`config.mk`:
```
export PLATFORM = sky130hd
export DESIGN_NAME = serial_add_ctrl
export DESIGN_NICKNAME = d
export VERILOG_FILES = /design/src/rtl/rca_pkg.sv /design/src/rtl/fa.sv /design/src/rtl/serial_add_ctrl.sv
export SDC_FILE = /design/constraint.sdc
export NUM_CORES = 1
export LEC_CHECK = 0
export CORE_MARGIN = 5
export CORE_UTILIZATION = 43
export DETAILED_ROUTE_END_ITERATION = 10
export PLACE_DENSITY = 0.73
export SLEW_MARGIN = 10
export SYNTH_ARGS = -nofsm -noshare
export SYNTH_HDL_FRONTEND = slang
export SYNTH_SLANG_ARGS = --single-unit
```
`constraint.sdc`:
```
create_clock -name clk -period 1.1 [get_ports clk]
set_input_delay 0.22 -clock clk [delete_from_list [all_inputs] [get_ports clk]]
set_output_delay 0.22 -clock clk [all_outputs]
set_load 0.02 [all_outputs]
```
`src/rtl/rca_pkg.sv`:
```
// Shared constants for the ripple-carry adder family (RCA_8bit and serial_add_ctrl).
// Contents:
//   ST_IDLE/ST_RUN/ST_DONE : state encodings of the serial adder sequencer
//   RCA_WIDTH              : default operand width
//   state_e                : typed state enum built on the encodings above
package rca_pkg;

  localparam logic [1:0] ST_IDLE = 2'd0;
  localparam logic [1:0] ST_RUN  = 2'd1;
  localparam logic [1:0] ST_DONE = 2'd2;

  localparam int unsigned RCA_WIDTH = 8;

  typedef enum logic [1:0] {
    StIdle = ST_IDLE,
    StRun  = ST_RUN,
    StDone = ST_DONE
  } state_e;

endpackage

```
`src/rtl/fa.sv`:
```
// One-bit full adder leaf cell shared by the ripple chain and the serial adder.
// Ports:
//   a, b : addend bits
//   ci   : carry in
//   s    : sum bit
//   co   : carry out
module fa (
  input  logic a,
  input  logic b,
  input  logic ci,
  output logic s,
  output logic co
);

  assign s  = a ^ b ^ ci;
  assign co = (a & b) | (a & ci) | (b & ci);

endmodule

```
`src/rtl/serial_add_ctrl.sv`:
```
// Bit-serial adder sequencer: accepts an add job over a valid/ready handshake, feeds one
// bit per cycle (LSB first) through a single full-adder cell, then presents sum and
// carry-out over a second valid/ready handshake.
// Ports:
//   clk, reset          : clock and synchronous active-high reset
//   in_valid/in_ready   : job handshake (ready only in IDLE)
//   in_a, in_b, in_ci   : operands and carry-in, captured on the accept edge
//   out_valid/out_ready : result handshake (valid only in DONE)
//   out_s, out_co       : sum and carry-out, flop-driven
//   busy                : high while a job is in RUN or DONE
module serial_add_ctrl
  import rca_pkg::*;
#(
  parameter  int unsigned WIDTH = RCA_WIDTH,
  localparam int unsigned CW    = $clog2(WIDTH)
) (
  input  logic             clk,
  input  logic             reset,
  input  logic             in_valid,
  output logic             in_ready,
  input  logic [WIDTH-1:0] in_a,
  input  logic [WIDTH-1:0] in_b,
  input  logic             in_ci,
  output logic             out_valid,
  input  logic             out_ready,
  output logic [WIDTH-1:0] out_s,
  output logic             out_co,
  output logic             busy
);

  state_e           state_q, state_d;
  logic [WIDTH-1:0] a_q, a_d;
  logic [WIDTH-1:0] b_q, b_d;
  logic [WIDTH-1:0] s_q, s_d;
  logic             carry_q, carry_d;
  logic [CW-1:0]    cnt_q, cnt_d;

  logic fa_s, fa_co;

  fa U0_fa (
    .a  (a_q[0]),
    .b  (b_q[0]),
    .ci (carry_q),
    .s  (fa_s),
    .co (fa_co)
  );

  always_comb begin
    state_d = state_q;
    a_d     = a_q;
    b_d     = b_q;
    s_d     = s_q;
    carry_d = carry_q;
    cnt_d   = cnt_q;
    unique case (state_q)
      StIdle: begin
        if (in_valid) begin
          a_d     = in_a;
          b_d     = in_b;
          carry_d = in_ci;
          cnt_d   = '0;
          state_d = StRun;
        end
      end
      StRun: begin
        // Sum bits enter at the MSB so after WIDTH shifts bit 0 lands at s_q[0].
        s_d     = {fa_s, s_q[WIDTH-1:1]};
        a_d     = a_q >> 1;
        b_d     = b_q >> 1;
        carry_d = fa_co;
        cnt_d   = cnt_q + CW'(1);
        if (cnt_q == CW'(WIDTH - 1)) begin
          state_d = StDone;
        end
      end
      StDone: begin
        if (out_ready) begin
          state_d = StIdle;
        end
      end
      default: state_d = StIdle;
    endcase
  end

  always_ff @(posedge clk) begin
    if (reset) begin
      state_q <= StIdle;
      a_q     <= '0;
      b_q     <= '0;
      s_q     <= '0;
      carry_q <= 1'b0;
      cnt_q   <= '0;
    end else begin
      state_q <= state_d;
      a_q     <= a_d;
      b_q     <= b_d;
      s_q     <= s_d;
      carry_q <= carry_d;
      cnt_q   <= cnt_d;
    end
  end

  // All outputs decode from flops only; no input reaches an output combinationally.
  assign in_ready  = (state_q == StIdle);
  assign out_valid = (state_q == StDone);
  assign busy      = (state_q != StIdle);
  assign out_s     = s_q;
  assign out_co    = carry_q;

endmodule

```
==> flow_metrics.py <==
metrics = {
    "sta": {
        "layout_min_cycle_time_ps": 1287,
        "skew_ps": 12.11,
        "setup_slack_ps": -186.5,
        "finalSetupViolCount": 32,
        "relSlewSlack": 0.7889,
        "hold_violations": 0,
        "fin_crit_sh": 1.170,
        "fmax_mhz": 777.3,
        "tightest_slew_ps": 316.7,
        "drv_slew": 0,
        "rsz0062_at_grt": "yes",
        "fin_tns_setup_ps": -4179,
    },
    "status": {
        "violations": "negative setup slack",
        "status": "complete, but fails checks",
    },
    "clock_network": {
        "numCtsBuffers": 5,
        "cts_hold_buf": 0,
        "clk_path_buf_depth": 2,
        "clock_latency_ps": 330,
        "cts-root-buf": "clkbuf_4",
        "clock-sinks": 30,
        "clkTransAtPathRegs_ps": 100,
        "cts_htree_levels": 2,
        "cts_tree": "built",
    },
    "finish": {
        "nets": 214,
        "n_antenna_cell": 0,
        "design_area_um2": 2016,
        "final_cells": 224,
        "multiInputGateArea_um2": 704.4,
        "fin_util": 0.6769,
        "seq_area_um2": 613.1,
        "fillers": 232,
        "areaGrowthSynthToFinish_pct": 55.50,
        "layout-drive-gt1-share": 0.4712,
    },
    "worst_setup_path": {
        "arrival_ps": 1500,
        "end_kind": "flop",
        "r2r-end": "a_q[2]$_SDFFE_PP0P_",
        "cp.required_ps": 1320,
        "crit-reg2reg-launch": "state_q[0]$_SDFFE_PP0P_",
        "reg2reg_depth": 5,
        "cp-start-kind": "flop",
        "r2r_slack_ps": -190,
        "worstPathMaxFanout": 7,
        "path_class": "flop to flop",
    },
    "route": {
        "finalWirelength_um": 3300,
        "drc_errors": 0,
        "dr.pass1.iters": 4,
        "via_per_inst": 5.183,
        "routedWlPerCell_um": 14.73,
        "initialDrtViolationCount": 44,
        "ant_nets": 0,
        "via_count": 1161,
    },
    "logic_synthesis": {
        "syn_nets": 160,
        "synth_seq_area_share": 0.4633,
        "yosys.area.top_type_share": 0.4633,
        "synth_area_um2": 1296,
        "netlist_instances": 136,
        "yosysTopAreaCell": "dfxtp_1",
        "synth-seq-cells": 30,
        "synth_warnings": 0,
        "yosys-top-cells-area": "dfxtp_1 (46%), o221a_1 (8.7%), a21oi_1 (6.2%), inv_1 (5.2%), a21oi_2 (4.7%)",
        "synth_cell_type_count": 24,
        "avgSynthCellArea_um2": 9.531,
    },
    "power_and_ir_drop": {
        "power.total_w": 0.002370,
        "netSwitchingFraction": 0.2717,
        "p_per_area_nw_per_um2": 1176,
        "seq_power_share": 0.504,
        "p_leak_nw": 0.8279,
        "switchingPower_w": 0.0006440,
        "internal_power_w": 0.001726,
        "peakVddDrop_mv": 0.9599,
        "pwr-share-comb": 0.205,
        "pwr-share-clk": 0.291,
    },
    "die": {
        "floorplan.initialDensity": 0.4353,
        "row_count": 20,
        "die-area_um2": 4213,
        "fp.dieH_um": 64.91,
        "io_pins": 33,
        "die_width_um": 64.91,
        "coreArea_um2": 2978,
    },
    "hold_path": {
        "holdPathStages": 2,
        "holdCritStartpoint": "out_s[0]$_SDFFE_PP0N_",
        "hold_end": "out_s[0]$_SDFFE_PP0N_",
        "hp-class": "flop to flop",
    },
    "global_routing": {
        "grt_overflow_total": 0,
        "grt_max_degree": 26,
        "track_usage": 0.1582,
        "grt_first_pass_wirelength_um": 5175,
        "grt_pass1_vias": 1213,
        "antenna_found_initial": 0,
    },
    "placed_design": {
        "gp_congestion": 0.8038,
        "dp_cells": 211,
        "dpl_cell_area_um2": 1759,
        "dpl.hpwl_um": 2090,
        "port_buffers": 32,
    },
    "run": {
        "cap_violations": 0,
    },
}
==> worst max-delay path: stages (launching register included) <==
cell,delay [ps]
dfxtp_4,410
buf_6,130
nor2b_4,260
clkbuf_16,210
a21oi_2,50
o221a_2,120
==> through the flow <==
stage               setup slack (ps)  hold slack, ps
CTS                           -129.0           454.8
global placement              -493.3           440.4
detailed placement            -574.1           444.9
floorplan                     -63.00           385.8
finish                        -186.5           460.1
global route                  -220.0           480.7
==> worst max path at each step <==
stage | cells past startpoint | startpoint | end
5_1_grt | 5 | state_q[0]$_SDFFE_PP0P_ | a_q[2]$_SDFFE_PP0P_
3_5_place_dp | 4 | in_valid | a_q[0]$_SDFFE_PP0P_
4_1_cts | 3 | state_q[1]$_SDFFE_PP0P_ | busy
2_1_floorplan | 4 | state_q[0]$_SDFFE_PP0P_ | out_co$_SDFFE_PP0P_
3_3_place_gp | 4 | in_valid | a_q[0]$_SDFFE_PP0P_
6_report | 5 | state_q[0]$_SDFFE_PP0P_ | a_q[2]$_SDFFE_PP0P_
==> state kept, by name, indices dropped and copies added, names as in the netlist <==
name,flops
a_q,8
b_q,8
out_s,8
cnt_q,3
state_q,2
out_co,1
==> synthesized netlist by cell type, drive strengths merged <==
library cell and count:
inv 18, nand2b 1, a21oi 23, a32oi 2, nor2b 2, nand2 17, dfxtp 30, a22oi 3
ha 2, buf 7, clkbuf 2, mux2i 2, o21bai 1, nor3 1, o221a 15, fa 1
nor2 9
==> repair_timing <==
item | CTS | global route
endpoints found under the setup margin | 41 | 35
pin swaps | 10 | 22
buffers inserted | 2 | 2
gates resized for setup | 80 | 23
gates cloned | 1 | 1
==> layout by cell type (no fill, tap or decap), types with 6 or more instances in the layout <==
cell             count
o221a_1             10
clkdlybuf4s50_1     19
buf_4               19
dfxtp_1             24
nand2_1             11
buf_2                7
nor2_1               6
buf_6                6
a21oi_2             18
inv_1               16
==> cell type report <==
| cell class | count | share of cell area |
|---|---|---|
| flip-flops and latches | 30 | 0.3042 |
| multi-input cells | 79 | 0.3495 |
| clock inverters | 1 | 0.002483 |
| clock buffers | 7 | 0.02731 |
| inverters | 18 | 0.03352 |
| well taps | 33 | 0.02048 |
| repair buffers | 56 | 0.2626 |
==> metal layers <==
metal  share of wire  routed length, um  global-route usage
met5               0                  0                   0
met4          0.0082                 27             0.06332
met3           0.049                162             0.05373
met2            0.51               1698              0.2733
met1            0.43               1411              0.1770
==> cell families after synthesis <==
family | Yosys count | share of synthesized area
AO/OA/AOI/OAI | 44 | 0.2761
AND/OR/NAND/NOR | 30 | 0.09943
flip-flops | 30 | 0.4633
multiplexers | 2 | 0.01544
adder cells (fa/ha/maj) | 3 | 0.03475
buffers and inverters | 27 | 0.1110
==> power groups by stage <==
| stage | combinational [W] | clock, W | sequential, W |
|---|---|---|---|
| 6_report | 0.000485 | 0.000690 | 0.00119 |
| 5_1_grt | 0.000525 | 0.000756 | 0.00120 |
| 4_1_cts | 0.000448 | 0.000696 | 0.00119 |
| 3_5_place_dp | 0.000410 | 0 | 0.00121 |
| 3_3_place_gp | 0.000394 | 0 | 0.00121 |
| 2_1_floorplan | 0.000223 | 0 | 0.00122 |
Note: power is estimated with default switching activity, not from simulation.
